## config.mk

```make
export PLATFORM = sky130hd
export DESIGN_NAME = mult32_appx_arb_flat
export DESIGN_NICKNAME = d
export VERILOG_FILES = /design/src/rtl/mult32_appx_arb_if.sv /design/src/rtl/mult32_appx_arb.sv /design/src/flat_wrapper.sv
export SDC_FILE = /design/constraint.sdc
export NUM_CORES = 1
export LEC_CHECK = 0
export CORE_AREA = 2 2 165 167
export CTS_CLUSTER_SIZE = 16
export DETAILED_ROUTE_END_ITERATION = 6
export DIE_AREA = 0 0 167 169
export HOLD_SLACK_MARGIN = 0.06
export PLACE_DENSITY = 0.74
export RECOVER_POWER = 50
export SKIP_CTS_REPAIR_TIMING = 1
export SLEW_MARGIN = 20
export SYNTH_ARGS = -nofsm -noshare
export SYNTH_HDL_FRONTEND = slang
export SYNTH_SLANG_ARGS = --single-unit
export TNS_END_PERCENT = 5
```

## constraint.sdc

```tcl
create_clock -name clk -period 2.3 [get_ports clk]
set_clock_uncertainty 0.1 [all_clocks]
set_input_delay 0.345 -clock clk [delete_from_list [all_inputs] [get_ports clk]]
set_output_delay 0.345 -clock clk [all_outputs]
set_load 0.03 [all_outputs]
```

## src/rtl/mult32_appx_arb_if.sv

```systemverilog
// mult32_appx_arb_if: bundles the signals between the two-requester arbiter, its
// requesters, the shared multiplier datapath and the response consumer.
//   req_valid/req_ready   per-requester handshake (bit i = requester i)
//   req_a0/b0, req_a1/b1  operands of requester 0 / 1
//   req_mode              per-requester mode: 0 = approximate, 1 = exact
//   mul_a/mul_b/mul_vld   issue port to the shared multiplier
//   mul_y_appx/exact      products returned by the multiplier
//   rsp_valid/id/data     one-cycle response pulse, no backpressure
// Modport slave is taken by the arbiter; master is taken by its environment.
interface mult32_appx_arb_if;
    logic [1:0]  req_valid;
    logic [1:0]  req_ready;
    logic [31:0] req_a0;
    logic [31:0] req_b0;
    logic [31:0] req_a1;
    logic [31:0] req_b1;
    logic [1:0]  req_mode;
    logic [31:0] mul_a;
    logic [31:0] mul_b;
    logic        mul_vld;
    logic [63:0] mul_y_appx;
    logic [63:0] mul_y_exact;
    logic        rsp_valid;
    logic        rsp_id;
    logic [63:0] rsp_data;

    modport slave (
        input  req_valid, req_a0, req_b0, req_a1, req_b1, req_mode,
        input  mul_y_appx, mul_y_exact,
        output req_ready, mul_a, mul_b, mul_vld,
        output rsp_valid, rsp_id, rsp_data
    );

    modport master (
        output req_valid, req_a0, req_b0, req_a1, req_b1, req_mode,
        output mul_y_appx, mul_y_exact,
        input  req_ready, mul_a, mul_b, mul_vld,
        input  rsp_valid, rsp_id, rsp_data
    );
endinterface

```

## src/rtl/mult32_appx_arb.sv

```systemverilog
// mult32_appx_arb: round-robin arbiter sharing one pipelined 32x32 multiplier between
// two requesters. Each granted op carries a tag (valid, id, mode) down a LAT-deep
// pipeline; when the tag reaches the end, the approximate or exact product is
// registered into the response and the matching saturating counter is bumped.
// Ports:
//   clk        clock, rising edge
//   rst        synchronous active-high reset
//   en         grant enable; in-flight ops drain while low
//   bus        mult32_appx_arb_if.slave (requests, multiplier port, responses)
//   busy       high while any op is in flight
//   cnt_appx   saturating count of completed approximate ops
//   cnt_exact  saturating count of completed exact ops
module mult32_appx_arb #(
    parameter int unsigned LAT = 2,
    parameter int unsigned CW  = 16
) (
    input  logic                clk,
    input  logic                rst,
    input  logic                en,
    mult32_appx_arb_if.slave    bus,
    output logic                busy,
    output logic [CW-1:0]       cnt_appx,
    output logic [CW-1:0]       cnt_exact
);

    localparam logic [CW-1:0] CNT_MAX = '1;

    logic           ptr;
    logic [1:0]     ready;
    logic           grant;
    logic           gnt_id;

    logic [31:0]    mul_a;
    logic [31:0]    mul_b;
    logic           mul_vld;

    logic [LAT-1:0] tag_vld;
    logic [LAT-1:0] tag_id;
    logic [LAT-1:0] tag_mode;

    logic           rsp_valid;
    logic           rsp_id;
    logic [63:0]    rsp_data;

    // Grant: the pointer only breaks ties; a lone requester always wins.
    always_comb begin
        ready = 2'b00;
        if (!rst && en) begin
            if (bus.req_valid == 2'b11) begin
                ready = ptr ? 2'b10 : 2'b01;
            end else begin
                ready = bus.req_valid;
            end
        end
    end

    assign grant  = |ready;
    assign gnt_id = ready[1];

    always_ff @(posedge clk) begin
        if (rst) begin
            ptr       <= 1'b0;
            mul_a     <= 32'd0;
            mul_b     <= 32'd0;
            mul_vld   <= 1'b0;
            tag_vld   <= '0;
            tag_id    <= '0;
            tag_mode  <= '0;
            rsp_valid <= 1'b0;
            rsp_id    <= 1'b0;
            rsp_data  <= 64'd0;
            cnt_appx  <= '0;
            cnt_exact <= '0;
        end else begin
            mul_vld <= grant;
            if (grant) begin
                ptr   <= ~gnt_id;
                mul_a <= gnt_id ? bus.req_a1 : bus.req_a0;
                mul_b <= gnt_id ? bus.req_b1 : bus.req_b0;
            end

            // Tag stage 0 lines up with mul_vld; the last stage lines up with
            // the cycle in which the datapath presents the product.
            tag_vld[0]  <= grant;
            tag_id[0]   <= gnt_id;
            tag_mode[0] <= bus.req_mode[gnt_id];
            for (int unsigned i = 1; i < LAT; i++) begin
                tag_vld[i]  <= tag_vld[i-1];
                tag_id[i]   <= tag_id[i-1];
                tag_mode[i] <= tag_mode[i-1];
            end

            rsp_valid <= tag_vld[LAT-1];
            if (tag_vld[LAT-1]) begin
                rsp_id   <= tag_id[LAT-1];
                rsp_data <= tag_mode[LAT-1] ? bus.mul_y_exact : bus.mul_y_appx;
                if (tag_mode[LAT-1]) begin
                    if (cnt_exact != CNT_MAX) begin
                        cnt_exact <= cnt_exact + 1'b1;
                    end
                end else begin
                    if (cnt_appx != CNT_MAX) begin
                        cnt_appx <= cnt_appx + 1'b1;
                    end
                end
            end
        end
    end

    // Pulses are masked while rst is high so nothing leaks out in the reset
    // cycle itself, before the synchronous clear has taken effect.
    assign bus.req_ready = ready;
    assign bus.mul_a     = mul_a;
    assign bus.mul_b     = mul_b;
    assign bus.mul_vld   = mul_vld & ~rst;
    assign bus.rsp_valid = rsp_valid & ~rst;
    assign bus.rsp_id    = rsp_id;
    assign bus.rsp_data  = rsp_data;
    assign busy          = ~rst & ((|tag_vld) | mul_vld);

endmodule
```

## src/flat_wrapper.sv

```systemverilog
// flat-port wrapper written by rule: the top's interface ports become plain ports
module mult32_appx_arb_flat 
#(
    parameter int unsigned LAT = 2,
    parameter int unsigned CW  = 16
)
  (clk, rst, en, busy, cnt_appx, cnt_exact, bus_req_valid, bus_req_a0, bus_req_b0, bus_req_a1, bus_req_b1, bus_req_mode, bus_mul_y_appx, bus_mul_y_exact, bus_req_ready, bus_mul_a, bus_mul_b, bus_mul_vld, bus_rsp_valid, bus_rsp_id, bus_rsp_data);
  mult32_appx_arb_if bus_i ();
  input  logic clk;
  input  logic rst;
  input  logic en;
  output logic busy;
  output logic [CW-1:0] cnt_appx;
  output logic [CW-1:0] cnt_exact;
  input wire logic [$bits(bus_i.req_valid)-1:0] bus_req_valid;
  input wire logic [$bits(bus_i.req_a0)-1:0] bus_req_a0;
  input wire logic [$bits(bus_i.req_b0)-1:0] bus_req_b0;
  input wire logic [$bits(bus_i.req_a1)-1:0] bus_req_a1;
  input wire logic [$bits(bus_i.req_b1)-1:0] bus_req_b1;
  input wire logic [$bits(bus_i.req_mode)-1:0] bus_req_mode;
  input wire logic [$bits(bus_i.mul_y_appx)-1:0] bus_mul_y_appx;
  input wire logic [$bits(bus_i.mul_y_exact)-1:0] bus_mul_y_exact;
  output wire logic [$bits(bus_i.req_ready)-1:0] bus_req_ready;
  output wire logic [$bits(bus_i.mul_a)-1:0] bus_mul_a;
  output wire logic [$bits(bus_i.mul_b)-1:0] bus_mul_b;
  output wire logic [$bits(bus_i.mul_vld)-1:0] bus_mul_vld;
  output wire logic [$bits(bus_i.rsp_valid)-1:0] bus_rsp_valid;
  output wire logic [$bits(bus_i.rsp_id)-1:0] bus_rsp_id;
  output wire logic [$bits(bus_i.rsp_data)-1:0] bus_rsp_data;
  assign bus_i.req_valid = bus_req_valid;
  assign bus_i.req_a0 = bus_req_a0;
  assign bus_i.req_b0 = bus_req_b0;
  assign bus_i.req_a1 = bus_req_a1;
  assign bus_i.req_b1 = bus_req_b1;
  assign bus_i.req_mode = bus_req_mode;
  assign bus_i.mul_y_appx = bus_mul_y_appx;
  assign bus_i.mul_y_exact = bus_mul_y_exact;
  assign bus_req_ready = bus_i.req_ready;
  assign bus_mul_a = bus_i.mul_a;
  assign bus_mul_b = bus_i.mul_b;
  assign bus_mul_vld = bus_i.mul_vld;
  assign bus_rsp_valid = bus_i.rsp_valid;
  assign bus_rsp_id = bus_i.rsp_id;
  assign bus_rsp_data = bus_i.rsp_data;
  mult32_appx_arb #(.LAT(LAT), .CW(CW)) u_core (.clk(clk), .rst(rst), .en(en), .bus(bus_i), .busy(busy), .cnt_appx(cnt_appx), .cnt_exact(cnt_exact));
endmodule
```

==> results of run 1 <==
==> cell families (layout without fill, tap and decap cells) <==
| kind of cell | after synthesis | after routing | share of synthesized area [%] |
|---|---|---|---|
| and+or+nand+nor | 228 | 228 | 14.9 |
| AOI/OAI and AO/OA | 182 | 182 | 17.6 |
| muxes | 135 | 135 | 17.9 |
| buffers and inverters | 70 | 477 | 4.46 |
| DFF | 169 | 169 | 44.7 |
| xor gates and xnor gates | 1 | 1 | 0.116 |
| adders and majority gates | 2 | 2 | 0.330 |
==> synthesized netlist by cell type (2+ instances only) <==
| master | number | area share, % |
|---|---|---|
| a211oi_1 | 130 | 13 |
| a21oi_1 | 19 | 1.3 |
| and2_1 | 2 | 0.17 |
| and3_1 | 4 | 0.33 |
| and4_1 | 3 | 0.35 |
| buf_1 | 6 | 0.30 |
| buf_2 | 12 | 0.79 |
| buf_4 | 2 | 0.20 |
| buf_8 | 4 | 0.79 |
| clkbuf_1 | 40 | 2.0 |
| dfxtp_1 | 169 | 45 |
| ha_1 | 2 | 0.33 |
| inv_1 | 5 | 0.25 |
| mux2_1 | 3 | 0.45 |
| mux2i_1 | 132 | 17 |
| nand2_1 | 15 | 0.74 |
| nand3_1 | 6 | 0.40 |
| nand4_1 | 10 | 0.83 |
| nand4_4 | 2 | 0.56 |
| nor2_1 | 139 | 6.9 |
| nor2b_1 | 10 | 0.83 |
| nor3_1 | 6 | 0.40 |
| o211ai_1 | 2 | 0.20 |
| o21ai_0 | 5 | 0.33 |
| o311ai_0 | 3 | 0.35 |
| o31ai_1 | 8 | 0.79 |
| o41ai_1 | 7 | 0.81 |
| or2_1 | 2 | 0.17 |
| or2_2 | 2 | 0.17 |
| or3_1 | 5 | 0.41 |
| or4_1 | 10 | 0.99 |
==> power by group through the flow <==
stage | Combinational [mW] | Clock (mW) | Sequential (mW)
final | 1.48 | 2.88 | 3.14
after CTS | 1.51 | 2.97 | 3.14
after global routing | 1.58 | 3.08 | 3.15
after floorplan | 0.421 | 0 | 3.44
after global placement | 1.49 | 0 | 3.20
after detailed placement | 1.50 | 0 | 3.20
==> critical path: stages <==
cell	delay [ns]
clkdlybuf4s50_1	0.49
nor2b_1	0.18
and3_4	0.31
buf_12	0.21
buf_4	0.19
==> per-layer routing <==
| layer | track usage (%) | vias up | share of wire [%] |
|---|---|---|---|
| met5 | 0 | - | 0 |
| met4 | 6.90 | 0 | 2.7 |
| met3 | 4.33 | 45 | 5.5 |
| met2 | 31.3 | 234 | 50 |
| met1 | 22.0 | 3430 | 42 |
| li1 | - | 3721 | - |
==> state kept, by name (all words and copies together) (netlist names) <==
signal and cells:
u_core.bus.rsp_data 64, u_core.bus.mul_a 32, u_core.bus.mul_b 32, u_core.cnt_appx 16, u_core.cnt_exact 16, u_core.tag_id 2
u_core.tag_mode 2, u_core.tag_vld 2, u_core.bus.rsp_id 1, u_core.ptr 1, u_core.rsp_valid 1
==> worst max-delay path by stage <==
stage / startpoint / to / slack (ns) / depth (start not counted)
after floorplan: u_core.cnt_appx[0] / u_core.cnt_appx[14] / 0.22 / 6
after CTS: u_core.tag_vld[1] / busy / -0.02 / 3
final: en / bus_req_ready[1] / 0.11 / 5
after detailed placement: en / bus_req_ready[1] / 0.14 / 5
after global routing: en / bus_req_ready[1] / 0.05 / 5
after global placement: en / bus_req_ready[1] / 0.15 / 5
==> through the flow <==
stage	hold slack [ns]	total power, mW	worst slack [ns]	std cells
after floorplan	0.314	3.86	0.217	787
after global placement	0.329	4.69	0.153	1504
after detailed placement	0.331	4.71	0.144	1504
after CTS	0.0859	7.61	-0.0193	1535
after global routing	0.350	7.82	0.0504	1535
final	0.336	7.50	0.105	1535
==> area by class of cell <==
type                            instances  area, um^2
Tap cell                              341         427
Timing Repair Buffer                  441        4430
Inverter                                5        18.8
Clock inverter                         12         141
Clock buffer                           19         433
Fill cell                            2483       13800
Multi-Input combinational cell        548        3860
Sequential cell                       169        3390
==> results.yml, run 1 <==
detailed_routing:
  num_vias: 7430
  routed_wl_um: 26500
  post_drt_via_cell_ratio: 4.84
  wl_per_cell_um: 17.3
  drc: 0
  drt-initial-drc-count: 488
  drtAntennaViolNets: 0
  dr.pass1.iters: 5
power_and_ir_drop:
  p_sw_share_pct: 27.1
  pwr-share-seq_pct: 41.9
  clockPowerShare_pct: 38.4
  p_per_area_nw_per_um2: 590
  switching_power_mw: 2.03
  leakagePower_nw: 4.27
  internal_power_mw: 5.46
  ir_drop_mv: 0.469
  p_comb_share_pct: 19.8
placed_design:
  gp_congestion: 0.844
  dp.final_hpwl_um: 20200
  portBuffers: 428
  place_area_um2: 12200
final_layout:
  layout.nets: 1447
  drive_gt1_share_pct: 4.69
  finalInstanceArea_um2: 12700
  antenna_cells: 0
  post-route-util_pct: 47.9
  final_common_cell: "clkdlybuf4s50_1"
  final_cell_mix: "408 x clkdlybuf4s50_1, 168 x dfxtp_1, 139 x nor2_1"
  area_delta_synth_final_pct: 67.7
timing:
  hold_violations: 0
  fmax_mhz: 456
  min_period_ns: 2.19
  fin_crit_sh_pct: 95.4
  setup_tns_ns: 0
  rsz0062_at_grt: "no"
  slew_viol_final: 0
  tightest_slew_ns: 0.936
  maxSlewHeadroom_pct: 37.6
  setup_violations: 0
floorplan:
  core_area_um2: 26500
  die-area_um2: 28200
  num_io_pins: 429
  die_w_um: 167
  start_util_pct: 28.6
  floorplan.rows: 60
  die_h_um: 169
worst_setup_path:
  r2r_slack_ns: 0.23
  r2r-start: "u_core.cnt_appx[0]"
  crit_path_end_kind: "primary output"
  crit_type: "in -> out"
  crit_path_start_kind: "primary input"
  path_max_fanout: 21
  worstPathRequired_ns: 1.86
  rr_endpoint: "u_core.cnt_appx[12]"
  r2r_cells: 5
  cp_data_arrival_time_ns: 1.75
synthesis:
  synthDistinctLibCells: 53
  ys_async_sr_fraction_pct: 0
  synth_area_um2: 7570
  syn_inst: 787
  yosys_warnings: 0
  synth_edf_count: 0
  avgSynthCellArea_um2: 9.62
  syn_nets: 1052
  ys.flop_type: "dfxtp_1"
  ys_seq_area_share_pct: 44.7
  synth-seq-cells: 169
cts:
  clkSinkCount: 169
  tritoncts: "yes"
  root_buffer: "clkbuf_16"
  cts-htree-levels: 4
  clk_latency_ns: 0.41
  clk_pin_slew_ns: 0.06
  cts_max_path_buffers: 2
  cts_made_buffers: 17
status:
  status: "completed"
grt:
  grt.total_usage_pct: 18.2
  grt_max_degree: 129
  antenna_found_initial: 0
  grt_pass1_vias: 7382
  grt.overflow.total: 0
  grt_pass1_wl_um: 40800
hold_path:
  holdPathStages: 2
  min_from: "rst"
  hp-class: "in -> reg"
  whs_endpoint: "u_core.rsp_valid"
run:
  maxCapViolations: 0
(Power assumes the default switching activity.)
==> inputs of run 2 (changes only) <==
Settings changed: CTS_BUF_LIST set to sky130_fd_sc_hd__clkbuf_4 sky130_fd_sc_hd__clkbuf_8 sky130_fd_sc_hd__clkbuf_16, GPL_TIMING_DRIVEN set to 0, PLACE_DENSITY 0.74 to not set.
==> run 2 against run 1 <==
Non-clock buffer count grew 51. First-iteration DRC count shrank 16%. Global-route usage grew 2.5 points. Register-to-register slack lost 0.05 ns. Flip-flop and latch count is the same. Power shrank 2.2%. Worst hold slack lost 0.18 ns. Maximum frequency shrank 3.3%. Critical path depth grew 1. Sequential share of layout area shrank 0.21 points. Setup slack lost 0.076 ns. Clock power shrank 7%.
==> results.yml, run 2 (same netlist as run 1, synthesis figures left out) <==
worst_setup_path:
  worstPathRequired_ns: 1.86
  cp_slowest_stage_delay_ns: 0.51
  crit_type: "in -> out"
  crit_path_top_delay_cell: "clkdlybuf4s50_1"
  rr_endpoint: "u_core.cnt_appx[12]"
  path_cells: "clkdlybuf4s50_1 -> nor2b_2 -> and3_1 -> buf_2 -> buf_6 -> clkbuf_2"
  cp_data_arrival_time_ns: 1.83
  path_max_fanout: 10
  crit_path_start_kind: "primary input"
  r2r_cells: 6
  r2r_slack_ns: 0.18
  r2r-start: "u_core.cnt_appx[0]"
  critPathBufInv: 4
  crit_path_end_kind: "primary output"
  cp_num_cells: 6
  crit_family: "buffers and inverters"
timing:
  setup_tns_ns: 0
  tightest_slew_ns: 0.763
  setup_violations: 0
  final.setup.worst_slack_ns: 0.0294
  min_period_ns: 2.27
  fin_crit_sh_pct: 98.7
  rsz0062_at_grt: "yes"
  maxSlewHeadroom_pct: 49.1
  fmax_mhz: 440
  hold_ws_ns: 0.156
  hold_violations: 0
  slew_viol_final: 0
final_layout:
  regMostFlops: "u_core.bus.rsp_data"
  post-route-util_pct: 48.2
  antenna_cells: 0
  largest_reg_flops: 64
  area_delta_synth_final_pct: 68.9
  final_common_cell: "clkdlybuf4s50_1"
  reg_top3: "u_core.bus.rsp_data x64, u_core.bus.mul_a x32, u_core.bus.mul_b x32"
  final_cell_mix: "348 x clkdlybuf4s50_1, 169 x dfxtp_1, 139 x nor2_1"
  layout.nets: 1498
  drive_gt1_share_pct: 4.66
grt:
  grt.total_usage_pct: 20.7
  grt_pass1_wl_um: 44800
  antenna_found_initial: 1
  grt_pass1_vias: 7370
  grt.overflow.total: 0
  grt_max_degree: 17
floorplan:
  floorplan.rows: 60
  core_area_um2: 26500
  die_h_um: 169
  start_util_pct: 28.6
  num_io_pins: 429
  die_w_um: 167
  die-area_um2: 28200
cts:
  clkSinkCount: 169
  root_buffer: "clkbuf_16"
  clk_pin_slew_ns: 0.07
  cts_made_buffers: 17
  clk_latency_ns: 0.42
  tritoncts: "yes"
  cts-htree-levels: 4
  cts_max_path_buffers: 2
detailed_routing:
  num_vias: 7658
  wl_per_cell_um: 19.2
  drc: 0
  dr.pass1.iters: 5
  drtAntennaViolNets: 0
  post_drt_via_cell_ratio: 4.83
  drt-initial-drc-count: 412
  routed_wl_um: 30400
hold_path:
  hp-class: "in -> reg"
  holdPathStages: 2
  min_from: "rst"
  whs_endpoint: "u_core.rsp_valid"
power_and_ir_drop:
  power_mw: 7.33
  p_per_area_nw_per_um2: 574
  ir_drop_mv: 0.548
  leakagePower_nw: 4.46
placed_design:
  portBuffers: 427
  gp_congestion: 0.870
  post-place-ws_ns: -0.463
  dp.final_hpwl_um: 24300
status:
  status: "completed"
run:
  maxCapViolations: 0
-- run 2: cell types whose count changed in the layout (fill, tap and decap cells not counted), sizes merged --
cell	before	now
clkinv	1	3
bufinv	2	0
clkdlybuf4s50	408	348
buf	11	16
clkbuf	24	70
dlygate4sd3	16	76
-- run 2: worst max-delay path by stage --
stage	end	from	slack [ns]
CTS	busy	u_core.tag_vld[1]	-0.52
finish	bus_req_ready[1]	en	0.03
detailed placement	bus_req_ready[1]	en	-0.46
global route	bus_req_ready[1]	en	-0.04
floorplan	u_core.cnt_appx[14]	u_core.cnt_appx[0]	0.22
global placement	bus_req_ready[1]	en	-0.49
-- run 2: area by class of cell --
type | instances | area, um^2
plain buffers | 65 | 317
clock buffers | 19 | 447
clock inverters | 12 | 91.3
fillers | 2593 | 13700
inverters | 5 | 18.8
multi-input cells | 548 | 3830
flip-flops and latches | 169 | 3380
well taps | 341 | 427
repair buffers | 427 | 4270
-- run 2: power breakdown --
group	switching, mW	internal [mW]
sequential	0.0700	3.06
clock	1.26	1.43
combinational	0.740	0.774
total	2.07	5.26
-- run 2: routing by layer --
layer / GRT usage (%) / share of wire (%)
met5: 0 / 0
met4: 4.01 / 1.4
met3: 4.68 / 4.5
met2: 36.2 / 51
met1: 26.3 / 43
-- run 2: metrics by stage --
stage / area [um^2] / instances
floorplan: 7570 / 787
detailed placement: 12300 / 1555
CTS: 12800 / 1586
global placement: 12300 / 1555
finish: 12800 / 1586
global route: 12800 / 1586
